### src/rtl/genx_qspi_txn_tracker.sv
// QSPI transaction tracker: synchronises SCK-domain notifies, times each
// transaction and queues one record per transaction in a FWFT FIFO.
module genx_qspi_txn_tracker #(
    parameter int SYNC_STAGES    = 2,
    parameter int FIFO_DEPTH     = 16,
    parameter int TIMEOUT_CYCLES = 1000000,
    parameter int DUR_W          = 24
) (
    input  logic                          clk,
    input  logic                          reset,
    output logic                          dbg_notify_read,
    output logic                          dbg_notify_write,
    input  logic [9:0]                    sck_counts,
    input  logic [7:0]                    opcode,
    input  logic [31:0]                   address,
    input  logic [1:0]                    chip_select,
    input  logic                          async_notify_read,
    input  logic                          async_notify_write,
    output logic [DUR_W+53:0]             rec_tdata,
    output logic                          rec_tvalid,
    input  logic                          rec_tready,
    output logic [$clog2(FIFO_DEPTH):0]   fifo_count,
    output logic [15:0]                   drop_count,
    output logic                          busy
);
    localparam int RW    = DUR_W + 54;
    localparam int AW    = $clog2(FIFO_DEPTH);
    localparam int ARM_W = $clog2(SYNC_STAGES + 2);
    localparam logic [ARM_W-1:0] ARM_N = ARM_W'(SYNC_STAGES + 1);
    localparam logic [AW:0] DEPTH_C = (AW + 1)'(FIFO_DEPTH);
    // Timeout threshold clamps to all-ones when it does not fit the field.
    localparam logic [DUR_W-1:0] TO_SAT =
        ((64'(TIMEOUT_CYCLES) >> DUR_W) != 64'd0) ? {DUR_W{1'b1}}
                                                   : DUR_W'(TIMEOUT_CYCLES);

    typedef enum logic {IDLE, WAIT_END} state_t;

    (* ASYNC_REG = "TRUE" *) logic [SYNC_STAGES-1:0] rd_sync_q;
    (* ASYNC_REG = "TRUE" *) logic [SYNC_STAGES-1:0] wr_sync_q;
    logic [SYNC_STAGES-1:0] rd_sync_d, wr_sync_d;
    logic rd_prev_q, wr_prev_q, rd_rise_q, wr_rise_q;
    logic rd_rise_d, wr_rise_d, armed;
    logic [ARM_W-1:0] arm_q, arm_d;

    state_t state_q, state_d;
    logic [DUR_W-1:0] dur_q, dur_d;
    logic [7:0] op_q, op_d;
    logic [31:0] addr_q, addr_d;
    logic [1:0] cs_q, cs_d;
    logic push;
    logic [RW-1:0] push_rec;

    logic [RW-1:0] mem_q [FIFO_DEPTH];
    logic [AW-1:0] wr_ptr_q, wr_ptr_d, rd_ptr_q, rd_ptr_d;
    logic [AW:0] cnt_q, cnt_d;
    logic [15:0] drop_q, drop_d;
    logic full, pop, wr_en, drop_inc;

    always_comb begin
        rd_sync_d = {rd_sync_q[SYNC_STAGES-2:0], async_notify_read};
        wr_sync_d = {wr_sync_q[SYNC_STAGES-2:0], async_notify_write};
        armed     = (arm_q == ARM_N);
        arm_d     = armed ? arm_q : arm_q + 1'b1;
        // Prior-value regs track the chain even while disarmed, so a
        // notify already high out of reset never looks like an edge.
        rd_rise_d = rd_sync_q[SYNC_STAGES-1] & ~rd_prev_q & armed;
        wr_rise_d = wr_sync_q[SYNC_STAGES-1] & ~wr_prev_q & armed;
    end

    always_comb begin
        state_d  = state_q;
        dur_d    = dur_q;
        op_d     = op_q;
        addr_d   = addr_q;
        cs_d     = cs_q;
        push     = 1'b0;
        push_rec = '0;
        unique case (state_q)
            IDLE: begin
                if (rd_rise_q && wr_rise_q) begin
                    push     = 1'b1;
                    push_rec = {{DUR_W{1'b0}}, 2'b00, sck_counts,
                                chip_select, opcode, address};
                end else if (rd_rise_q) begin
                    op_d    = opcode;
                    addr_d  = address;
                    cs_d    = chip_select;
                    dur_d   = '0;
                    state_d = WAIT_END;
                end else if (wr_rise_q) begin
                    push     = 1'b1;
                    push_rec = {{DUR_W{1'b0}}, 2'b01, sck_counts, 42'd0};
                end
            end
            WAIT_END: begin
                dur_d = (&dur_q) ? dur_q : dur_q + 1'b1;
                if (wr_rise_q) begin
                    push     = 1'b1;
                    push_rec = {dur_q, 2'b00, sck_counts, cs_q, op_q, addr_q};
                    state_d  = IDLE;
                end else if (rd_rise_q) begin
                    push     = 1'b1;
                    push_rec = {dur_q, 2'b10, 10'd0, cs_q, op_q, addr_q};
                    op_d     = opcode;
                    addr_d   = address;
                    cs_d     = chip_select;
                    dur_d    = '0;
                end else if (dur_q == TO_SAT) begin
                    push     = 1'b1;
                    push_rec = {TO_SAT, 2'b10, 10'd0, cs_q, op_q, addr_q};
                    state_d  = IDLE;
                end
            end
            default: ;
        endcase
    end

    always_comb begin
        full     = (cnt_q == DEPTH_C);
        pop      = rec_tvalid & rec_tready;
        // A pop frees the full slot in the same cycle, so push still lands.
        wr_en    = push & (~full | pop);
        drop_inc = push & full & ~pop;
        wr_ptr_d = wr_en ? wr_ptr_q + 1'b1 : wr_ptr_q;
        rd_ptr_d = pop ? rd_ptr_q + 1'b1 : rd_ptr_q;
        cnt_d    = cnt_q + {{AW{1'b0}}, wr_en} - {{AW{1'b0}}, pop};
        drop_d   = (drop_inc && drop_q != 16'hFFFF) ? drop_q + 16'd1 : drop_q;
    end

    always_ff @(posedge clk) begin
        if (reset) begin
            rd_sync_q <= '0;
            wr_sync_q <= '0;
            rd_prev_q <= 1'b0;
            wr_prev_q <= 1'b0;
            rd_rise_q <= 1'b0;
            wr_rise_q <= 1'b0;
            arm_q     <= '0;
            state_q   <= IDLE;
            dur_q     <= '0;
            op_q      <= '0;
            addr_q    <= '0;
            cs_q      <= '0;
            wr_ptr_q  <= '0;
            rd_ptr_q  <= '0;
            cnt_q     <= '0;
            drop_q    <= '0;
        end else begin
            rd_sync_q <= rd_sync_d;
            wr_sync_q <= wr_sync_d;
            rd_prev_q <= rd_sync_q[SYNC_STAGES-1];
            wr_prev_q <= wr_sync_q[SYNC_STAGES-1];
            rd_rise_q <= rd_rise_d;
            wr_rise_q <= wr_rise_d;
            arm_q     <= arm_d;
            state_q   <= state_d;
            dur_q     <= dur_d;
            op_q      <= op_d;
            addr_q    <= addr_d;
            cs_q      <= cs_d;
            wr_ptr_q  <= wr_ptr_d;
            rd_ptr_q  <= rd_ptr_d;
            cnt_q     <= cnt_d;
            drop_q    <= drop_d;
        end
    end

    always_ff @(posedge clk) begin
        if (wr_en) mem_q[wr_ptr_q] <= push_rec;
    end

    assign rec_tvalid       = (cnt_q != '0);
    assign rec_tdata        = rec_tvalid ? mem_q[rd_ptr_q] : '0;
    assign fifo_count       = cnt_q;
    assign drop_count       = drop_q;
    assign busy             = (state_q == WAIT_END);
    assign dbg_notify_read  = rd_rise_q;
    assign dbg_notify_write = wr_rise_q;

endmodule

### config.mk
export PLATFORM = sky130hd
export DESIGN_NAME = genx_qspi_txn_tracker
export DESIGN_NICKNAME = d
export VERILOG_FILES = /design/src/rtl/genx_qspi_txn_tracker.sv
export SDC_FILE = /design/constraint.sdc
export NUM_CORES = 1
export LEC_CHECK = 0
export CAP_MARGIN = 20
export CORE_UTILIZATION = 50
export DETAILED_ROUTE_END_ITERATION = 8
export HOLD_SLACK_MARGIN = 0.05
export PLACE_DENSITY = 0.78
export SYNTH_ARGS = -nofsm -noshare
export SYNTH_HDL_FRONTEND = slang
export SYNTH_SLANG_ARGS = --single-unit
### constraint.sdc
create_clock -name clk -period 15.9 [get_ports clk]
set_input_delay 1.59 -clock clk [delete_from_list [all_inputs] [get_ports clk]]
set_output_delay 1.59 -clock clk [all_outputs]
set_load 0.05 [all_outputs]
==> Word level (Yosys, flattened, before mapping) <==
Memories as Yosys holds them, arrays and structs flattened. A register that Yosys moved wholly into a read port is not among the register bits.
Index checks and enable logic that the tools add are counted.
{ "classes": {"add_sub_neg": 7, "n_mul": 0, "n_div": 0, "magnitude_cmp": 0, "n_eq_ne": 7, "n_shift": 0, "mux": 43, "n_bitwise": 14, "reduce_logical": 6} }
{ "ops": {"columns": ["operator", "n"], "rows": [
  ["$mux W78", 3],
  ["$mux W53", 3],
  ["$pmux W78 S2", 1],
  ["$mux W24", 5],
  ["$mux W32", 3],
  ["$mux W74", 1],
  ["$pmux W32 S2", 1],
  ["$pmux W24 S2", 1],
  ["$add A24 B1 Y24 const B", 1],
  ["$eq A24 B20 Y1 const B", 1],
  ["$mux W8", 3],
  ["$reduce_and A24 Y1", 1],
  ["$add A16 B1 Y16 const B", 1],
  ["$ne A16 B16 Y1 const B", 1],
  ["$pmux W8 S2", 1],
  ["$mux W1", 13],
  ["$add A4 B1 Y4 const B", 2],
  ["$and A1 B1 Y1", 8],
  ["$mux W4", 2],
  ["$mux W2", 3],
  ["$ne A2 B2 Y1 const B", 3],
  ["$add A5 B1 Y5", 1],
  ["$eq A5 B5 Y1 const B", 1],
  ["$not A1 Y1", 5],
  ["9 further kinds", 12]
]} }
{ "word_totals": {"register_bits": 106, "latchBits": 0, "ram_bits": 1248, "romBits": 0, "in_bits": 57, "output_inout_bits": 103, "mem_count": 1} }
{ "memory_table": {"columns": ["name", "words", "width", "read_ports", "rd_ports_with_merged_regs", "write_ports", "line_no", "rtl"], "rows": [
  ["mem_q", 16, 78, 1, 1, 1, "53", "logic [RW-1:0] mem_q [FIFO_DEPTH];"]
]} }

==> Longest topological paths before layout <==
Gate-level depths: netlist of the first run.
{ "logic_depth": {"word_depth": 8, "mapped_depth": 15} }

==> Worst setup path before layout of the first run <==
No wires, ideal clock.
{ "synth_path": {"kind": "register to register", "start": "reg dur_q[10]", "end": "mem mem_q[3][0] in the netlist's numbering, enable pin", "arrival_time_ns": 7.332, "setup_slack_ns": 7.958, "stages_incl_launch_ff": 7, "n_path_buf": 1, "period_less_slack_ns": 7.942, "path_cell_list": "dfxtp_1 buf_6 or4_1 or4_4 o21ai_1 nand3_1 nor3_1"} }
{ "synth_between": {"elab_chain_len": 8} }
{ "synth_lines": {"columns": ["item", "line_no", "rtl"], "rows": [
  ["start: declaration", "46", "logic [DUR_W-1:0] dur_q, dur_d;"],
  ["start signal: assignment", "157", "dur_q <= dur_d;"],
  ["$eq A24 B20 Y1", "108", "end else if (dur_q == TO_SAT) begin"],
  ["$mux W1", "108", null],
  ["$mux W1", "101", "end else if (rd_rise_q) begin"],
  ["$mux W1", "97", "if (wr_rise_q) begin"],
  ["$pmux W1 S2", "78", "unique case (state_q)"],
  ["$and A1 B1 Y1", "122", "wr_en = push & (~full | pop);"],
  ["$mux W1", "169", "if (wr_en) mem_q[wr_ptr_q] <= push_rec;"],
  ["$mux W1 (implied by the code)", "169", null],
  ["end: declaration", "53", null]
]} }
No other way between the ends.

==> impl_metrics.py, run 1 <==
metrics = {
    "clocking": {
        "cts_buffers": 137,
        "clock-root-buffer": "clkbuf_16",
        "worstSkewPairLatency_ns": 0.75,
        "clock_sinks": 1358,
        "holdBufCountCts": 0,
        "clk_pin_slew_ns": 0.06,
        "cts-resized-gates": 0,
        "postCtsSetupBuffers": 0,
        "cts_tree": "done",
        "h-tree-depth": 4,
        "clk_path_buf_depth": 3,
    },
    "placed_design": {
        "routabilityCongestion": 0.8569,
        "post-dp-hpwl_um": 62020,
        "placed_area_sq_um": 55960,
        "place_ws_ns": 9.476,
        "port_buffers": 159,
    },
    "setup_path": {
        "rrSetupSlack_ns": 10.66,
        "critPathMaxFanout": 173,
        "reg2reg_from": "dur_q[10]$_SDFFE_PP0P_",
        "worstReg2RegEnd": "mem_q[8][26]$_DFFE_PP_",
        "end_kind": "primary output",
        "start_kind": "flip-flop",
        "critPathRequiredTime_ns": 14.31,
        "crit_arrival_ns": 5.41,
        "critPathKind": "flip-flop to primary output",
        "rr_worst_depth": 7,
    },
    "synth": {
        "synth_mux_area_frac": 0.1680,
        "ys_seq_area_frac": 0.7535,
        "synth_edf_count": 1248,
        "synth_area_leaders": "edfxtp_1 71%, mux4_2 17%, dfxtp_1 4.2%",
        "synth_compound_area_frac": 0.02015,
        "synth_top_area_frac": 0.7117,
        "synthAdderAreaFrac": 0.003944,
        "synth_top_flop_cell": "edfxtp_1",
        "avgSynthCellArea_sq_um": 21.09,
        "post-synth-top-count-cell": "edfxtp_1",
        "syn-num-nets": 2570,
        "yosys.area_share.simple": 0.03792,
        "synth_top_family_by_area": "multiplexers",
        "synth_cell_types": 52,
        "async_flop_share": 0,
        "synthXorXnorAreaFrac": 0.004324,
        "synth_area_sq_um": 52660,
        "synth_common_cells": "1248 x edfxtp_1, 390 x mux4_2, 113 x clkbuf_1",
        "synth_area_leader_cell": "edfxtp_1",
        "yosysWarningCount": 0,
        "synth-seq-cells": 1358,
        "syn_inst": 2497,
    },
    "pwr": {
        "leakage_nw": 18.20,
        "power.total_w": 0.009210,
        "pwr_density_cell_nw_per_um2": 152.4,
        "vdd_drop_max_v": 0.0001304,
    },
    "floorplan": {
        "dieHeight_um": 326.5,
        "row_count": 118,
        "dieWidth_um": 326.5,
        "io_pins": 160,
        "die_area_sq_um": 106600,
        "start_util": 0.5066,
        "core_area_sq_um": 103900,
    },
    "route": {
        "ant_nets": 0,
        "vias": 26145,
        "drt_iter0_markers": 3174,
        "dr.pass1.iters": 6,
        "viasPerCell": 6.226,
        "totalWireLength_um": 123000,
        "wire_per_inst_um": 29.29,
        "drc": 0,
    },
    "grt": {
        "grt-ovfl-total": 0,
        "antenna_found_initial": 6,
        "grt_max_degree": 174,
        "grt_first_pass_wirelength_um": 179700,
        "grt_pass1_vias": 27170,
        "track_usage": 0.2321,
    },
    "timing": {
        "final-hold-violation-count": 0,
        "skew_ns": 0.02766,
        "post-route-period-util": 0.4399,
        "tightest_slew_ns": 1.171,
        "setup_violations": 0,
        "whs_ns": 0.4417,
        "fin_setup_tns_ns": 0,
        "slew_headroom": 0.2193,
        "fmax_mhz": 143.0,
        "slew_viol_final": 0,
        "worst_slack_ns": 8.905,
        "period_minus_slack_ns": 6.995,
        "rsz0062_at_grt": "no",
    },
    "finish": {
        "synthToLayoutAreaGrowth_pct": 14.76,
        "num-fill-cells": 7238,
        "fin_nets": 2776,
        "final-seq-area_sq_um": 39690,
        "layout-drive-gt1-share": 0.2369,
        "final_area_sq_um": 60430,
        "multi_input_area_sq_um": 12480,
    },
    "hold_path": {
        "hold_path_depth": 1,
        "hold_path.class": "flip-flop to flip-flop",
        "holdPathEnd": "wr_sync_q[1]$_SDFF_PP0_",
        "min_from": "wr_sync_q[0]$_SDFF_PP0_",
    },
    "run_status": {
        "status": "finished clean",
    },
    "flow_run": {
        "maxCapViolations": 0,
    },
}
==> routing by layer <==
| layer | vias to the layer above | GRT usage | routed length [um] |
|---|---|---|---|
| li1 | 10755 | - | - |
| met2 | 1330 | 0.3887 | 62590 |
| met3 | 220 | 0.04111 | 10290 |
| met4 | 2 | 0.07710 | 3312 |
| met1 | 13838 | 0.3100 | 46780 |
| met5 | - | 0 | 13 |
==> report_power, final <==
part           total, W  switching [W]  internal (W)
combinational   0.00216        0.00123      0.000926
clock           0.00315        0.00135       0.00180
sequential      0.00390      0.0000414       0.00385
==> worst max path at each step <==
stage	start	endpoint	slack, ns	cells past startpoint
3_3_place_gp	flip-flop	rec_tdata[63]	9.57	6
4_1_cts	flip-flop	rec_tdata[63]	8.67	6
2_1_floorplan	dur_q[10]$_SDFFE_PP0P_	mem_q[3][0]$_DFFE_PP_	7.96	6
5_1_grt	flip-flop	rec_tdata[7]	8.69	6
3_5_place_dp	flip-flop	rec_tdata[63]	9.48	6
6_report	flip-flop	rec_tdata[60]	8.90	7
==> worst max-delay path, cell delays in order (launching register included) <==
cell,delay (ns)
dfxtp_4,0.92
buf_12,0.74
buf_4,0.67
buf_16,0.32
mux4_2,0.37
mux4_2,0.48
and2_1,0.18
clkdlybuf4s50_1,0.74
==> stage by stage <==
step	util	instances
floorplan	-	2497
global placement	0.5384	3942
detailed placement	0.5384	3942
CTS	0.5808	4194
global route	0.5814	4198
finish	0.5814	4199
==> flip-flops by register name (all words and copies together), names as in the netlist, 4 cells and up, named ones only <==
signal      count
drop_count     16
fifo_count      5
wr_ptr_q        4
dur_q          24
addr_q         32
rd_ptr_q        4
op_q            8
mem_q        1248
==> kinds of logic after synthesis <==
group,Yosys count
adder cells (fa/ha/maj),16
AO/OA/AOI/OAI,158
XOR/XNOR,26
multiplexers,396
AND/OR/NAND/NOR,379
buffers and inverters,164
flip-flops,1358
==> area by class of cell <==
type / instances / area share
Antenna cell: 3 / 0.0001242
Clock buffer: 190 / 0.06222
Clock inverter: 62 / 0.01060
Inverter: 15 / 0.0009318
Multi-Input combinational cell: 975 / 0.2065
Sequential cell: 1358 / 0.6569
Tap cell: 1380 / 0.02857
Timing Repair Buffer: 216 / 0.03421
==> layout by cell type, fill, tap and decap left out, types with 5 or more instances in the layout <==
cell,synthesis,final
ha_1,15,15
nand2_1,104,104
nor2b_1,12,12
bufinv_16,0,8
clkbuf_16,0,139
o21ai_0,6,6
or4_1,17,17
buf_4,1,54
nand3_1,20,20
nor4_1,6,6
and2_1,106,106
dfxtp_1,110,106
clkbuf_8,0,9
clkinv_2,0,11
and3_1,6,5
clkinvlp_4,0,6
o31ai_1,15,15
nand4_1,16,16
a21oi_1,69,68
inv_1,15,15
nor3_1,13,9
a22o_1,42,42
clkbuf_1,113,42
clkinv_1,0,20
inv_6,0,7
xor2_1,5,5
a211oi_1,9,9
o21a_1,7,7
nor2_1,54,41
edfxtp_1,1248,1248
clkdlybuf4s50_1,0,158
xnor2_1,21,21
nor2_4,0,13
mux4_2,390,390
Note: power is estimated with default switching activity, not from simulation.
==> run 2: changes to the inputs <==
Clock period 15.9 ns to 6.7 ns, I/O delays scaled along.
==> run 2 against run 1 <==
Compared with the run above:
- count of clock-buffer cells in the layout decreased by 17
- clock power rose by 130%
- highest routed layer is now met4
- sequential share of layout area decreased by 0.096 points
- routed wire length fell by 1.2%
- utilization rose by 0.086 points
- worst hold slack worse by 0.087 ns
- combinational power up 110%
- non-clock buffer count fell by 7
- clock skew up 0.0082 ns
- critical path depth is 2 lower
- global-route usage down 0.24 points
- sequential power up 140%
==> impl_metrics.py, run 2 (same netlist as run 1, synthesis figures left out) <==
metrics = {
    "run_status": {
        "status": "finished clean",
    },
    "setup_path": {
        "crit_end": "rec_tdata[36]",
        "crit_arrival_ns": 4.34,
        "start_kind": "flip-flop",
        "rr_worst_depth": 6,
        "reg2reg_from": "dur_q[10]$_SDFFE_PP0P_",
        "critPathKind": "flip-flop to primary output",
        "rrSetupSlack_ns": 2.36,
        "critPathRequiredTime_ns": 6.03,
        "critPathMaxFanout": 77,
        "end_kind": "primary output",
        "worstReg2RegEnd": "mem_q[8][59]$_DFFE_PP_",
    },
    "clocking": {
        "clock-root-buffer": "clkbuf_16",
        "clock_sinks": 1358,
        "cts_tree": "done",
        "clk_path_buf_depth": 3,
        "h-tree-depth": 4,
        "cts_buffers": 136,
        "holdBufCountCts": 0,
        "worstSkewPairLatency_ns": 0.76,
        "postCtsSetupBuffers": 0,
        "cts-resized-gates": 0,
        "clk_pin_slew_ns": 0.06,
    },
    "finish": {
        "final_util": 0.5822,
        "diodes": 0,
        "layout_commonest_cell": "edfxtp_1",
        "synthToLayoutAreaGrowth_pct": 14.92,
        "reg_top3": "mem_q (1248), addr_q (32), dur_q (24)",
        "regMostFlops": "mem_q",
        "largest_register_ffs": 1248,
        "layout-drive-gt1-share": 0.2349,
        "fin_nets": 2768,
        "most-common-layout-cells": "1248 x edfxtp_1, 390 x mux4_2, 158 x clkdlybuf4s50_1, 140 x clkbuf_16",
        "num-fill-cells": 7187,
    },
    "route": {
        "viasPerCell": 6.227,
        "vias": 26062,
        "dr.pass1.iters": 7,
        "totalWireLength_um": 121600,
        "drc": 0,
        "wire_per_inst_um": 29.05,
        "drt_iter0_markers": 3015,
        "ant_nets": 0,
    },
    "pwr": {
        "pwr_density_cell_nw_per_um2": 350.7,
        "power.total_w": 0.02122,
        "vdd_drop_max_v": 0.0003263,
        "leakage_nw": 17.95,
    },
    "floorplan": {
        "row_count": 118,
        "dieWidth_um": 326.5,
        "start_util": 0.5066,
        "io_pins": 160,
        "dieHeight_um": 326.5,
        "core_area_sq_um": 103900,
        "die_area_sq_um": 106600,
    },
    "timing": {
        "final-hold-violation-count": 0,
        "slew_headroom": 0.2110,
        "rsz0062_at_grt": "no",
        "period_minus_slack_ns": 5.012,
        "fin_setup_tns_ns": 0,
        "tightest_slew_ns": 1.181,
        "fmax_mhz": 199.5,
        "slew_viol_final": 0,
        "post-route-period-util": 0.7481,
        "skew_ns": 0.03583,
        "setup_violations": 0,
    },
    "grt": {
        "track_usage": 0.2297,
        "antenna_found_initial": 5,
        "grt_pass1_vias": 27144,
        "grt-ovfl-total": 0,
        "grt_first_pass_wirelength_um": 178900,
        "grt_max_degree": 87,
    },
    "placed_design": {
        "post-dp-hpwl_um": 61060,
        "port_buffers": 159,
        "routabilityCongestion": 0.8056,
    },
    "flow_run": {
        "maxCapViolations": 0,
    },
    "hold_path": {
        "hold_path.class": "input port to flip-flop",
    },
}
## run 2: critical path, stage by stage (launching register included)
cell and delay, ns:
dfxtp_4 0.83, buf_12 0.55, mux4_2 0.62, mux4_2 0.50
and2_1 0.22, clkdlybuf4s50_1 0.72
## run 2: stage by stage
step	cells	area, sq um	setup slack [ns]	hold slack (ns)
finish	4185	60520	1.688	0.3544
detailed placement	3937	56170	2.366	0.4475
global placement	3937	56170	2.467	0.4416
global route	4185	60520	1.465	0.3495
floorplan	2497	52680	0.8495	0.4138
CTS	4185	60520	1.577	0.3160
## run 2: how the worst min path moves through the flow
stage                                 start                           to  slack [ns]  depth (start not counted)
global route                          reset   drop_count[9]$_SDFFE_PP0P_        0.35                          2
detailed placement  addr_q[23]$_SDFFE_PP0P_      addr_q[23]$_SDFFE_PP0P_        0.45                          2
CTS                                   reset  drop_count[13]$_SDFFE_PP0P_        0.32                          2
floorplan           rd_sync_q[0]$_SDFF_PP0_      rd_sync_q[1]$_SDFF_PP0_        0.41                          1
finish                                reset  drop_count[13]$_SDFFE_PP0P_        0.35                          2
global placement     addr_q[2]$_SDFFE_PP0P_       addr_q[2]$_SDFFE_PP0P_        0.44                          2
## run 2: area by class of cell
| type | count | area [sq um] | share of cell area |
|---|---|---|---|
| Sequential cell | 1358 | 39690 | 0.6559 |
| Multi-Input combinational cell | 975 | 12500 | 0.2066 |
| Clock buffer | 173 | 3687 | 0.06093 |
| Timing Repair Buffer | 209 | 2187 | 0.03614 |
| Tap cell | 1380 | 1727 | 0.02853 |
| Clock inverter | 75 | 664.4 | 0.01098 |
| Inverter | 15 | 56.30 | 0.0009304 |
## run 2: routing by layer
| metal | GRT usage | up-vias | part of all wire |
|---|---|---|---|
| met3 | 0.04087 | 237 | 0.090 |
| met5 | 0 | - | 0 |
| li1 | - | 10728 | - |
| met4 | 0.07477 | 0 | 0.029 |
| met2 | 0.3819 | 1469 | 0.51 |
| met1 | 0.3099 | 13628 | 0.38 |
## run 2: report_power, final
part / switching [W] / total (W) / internal [W]
logic: 0.00277 / 0.00457 / 0.00180
clock network: 0.00318 / 0.00738 / 0.00420
registers: 0.000124 / 0.00927 / 0.00915
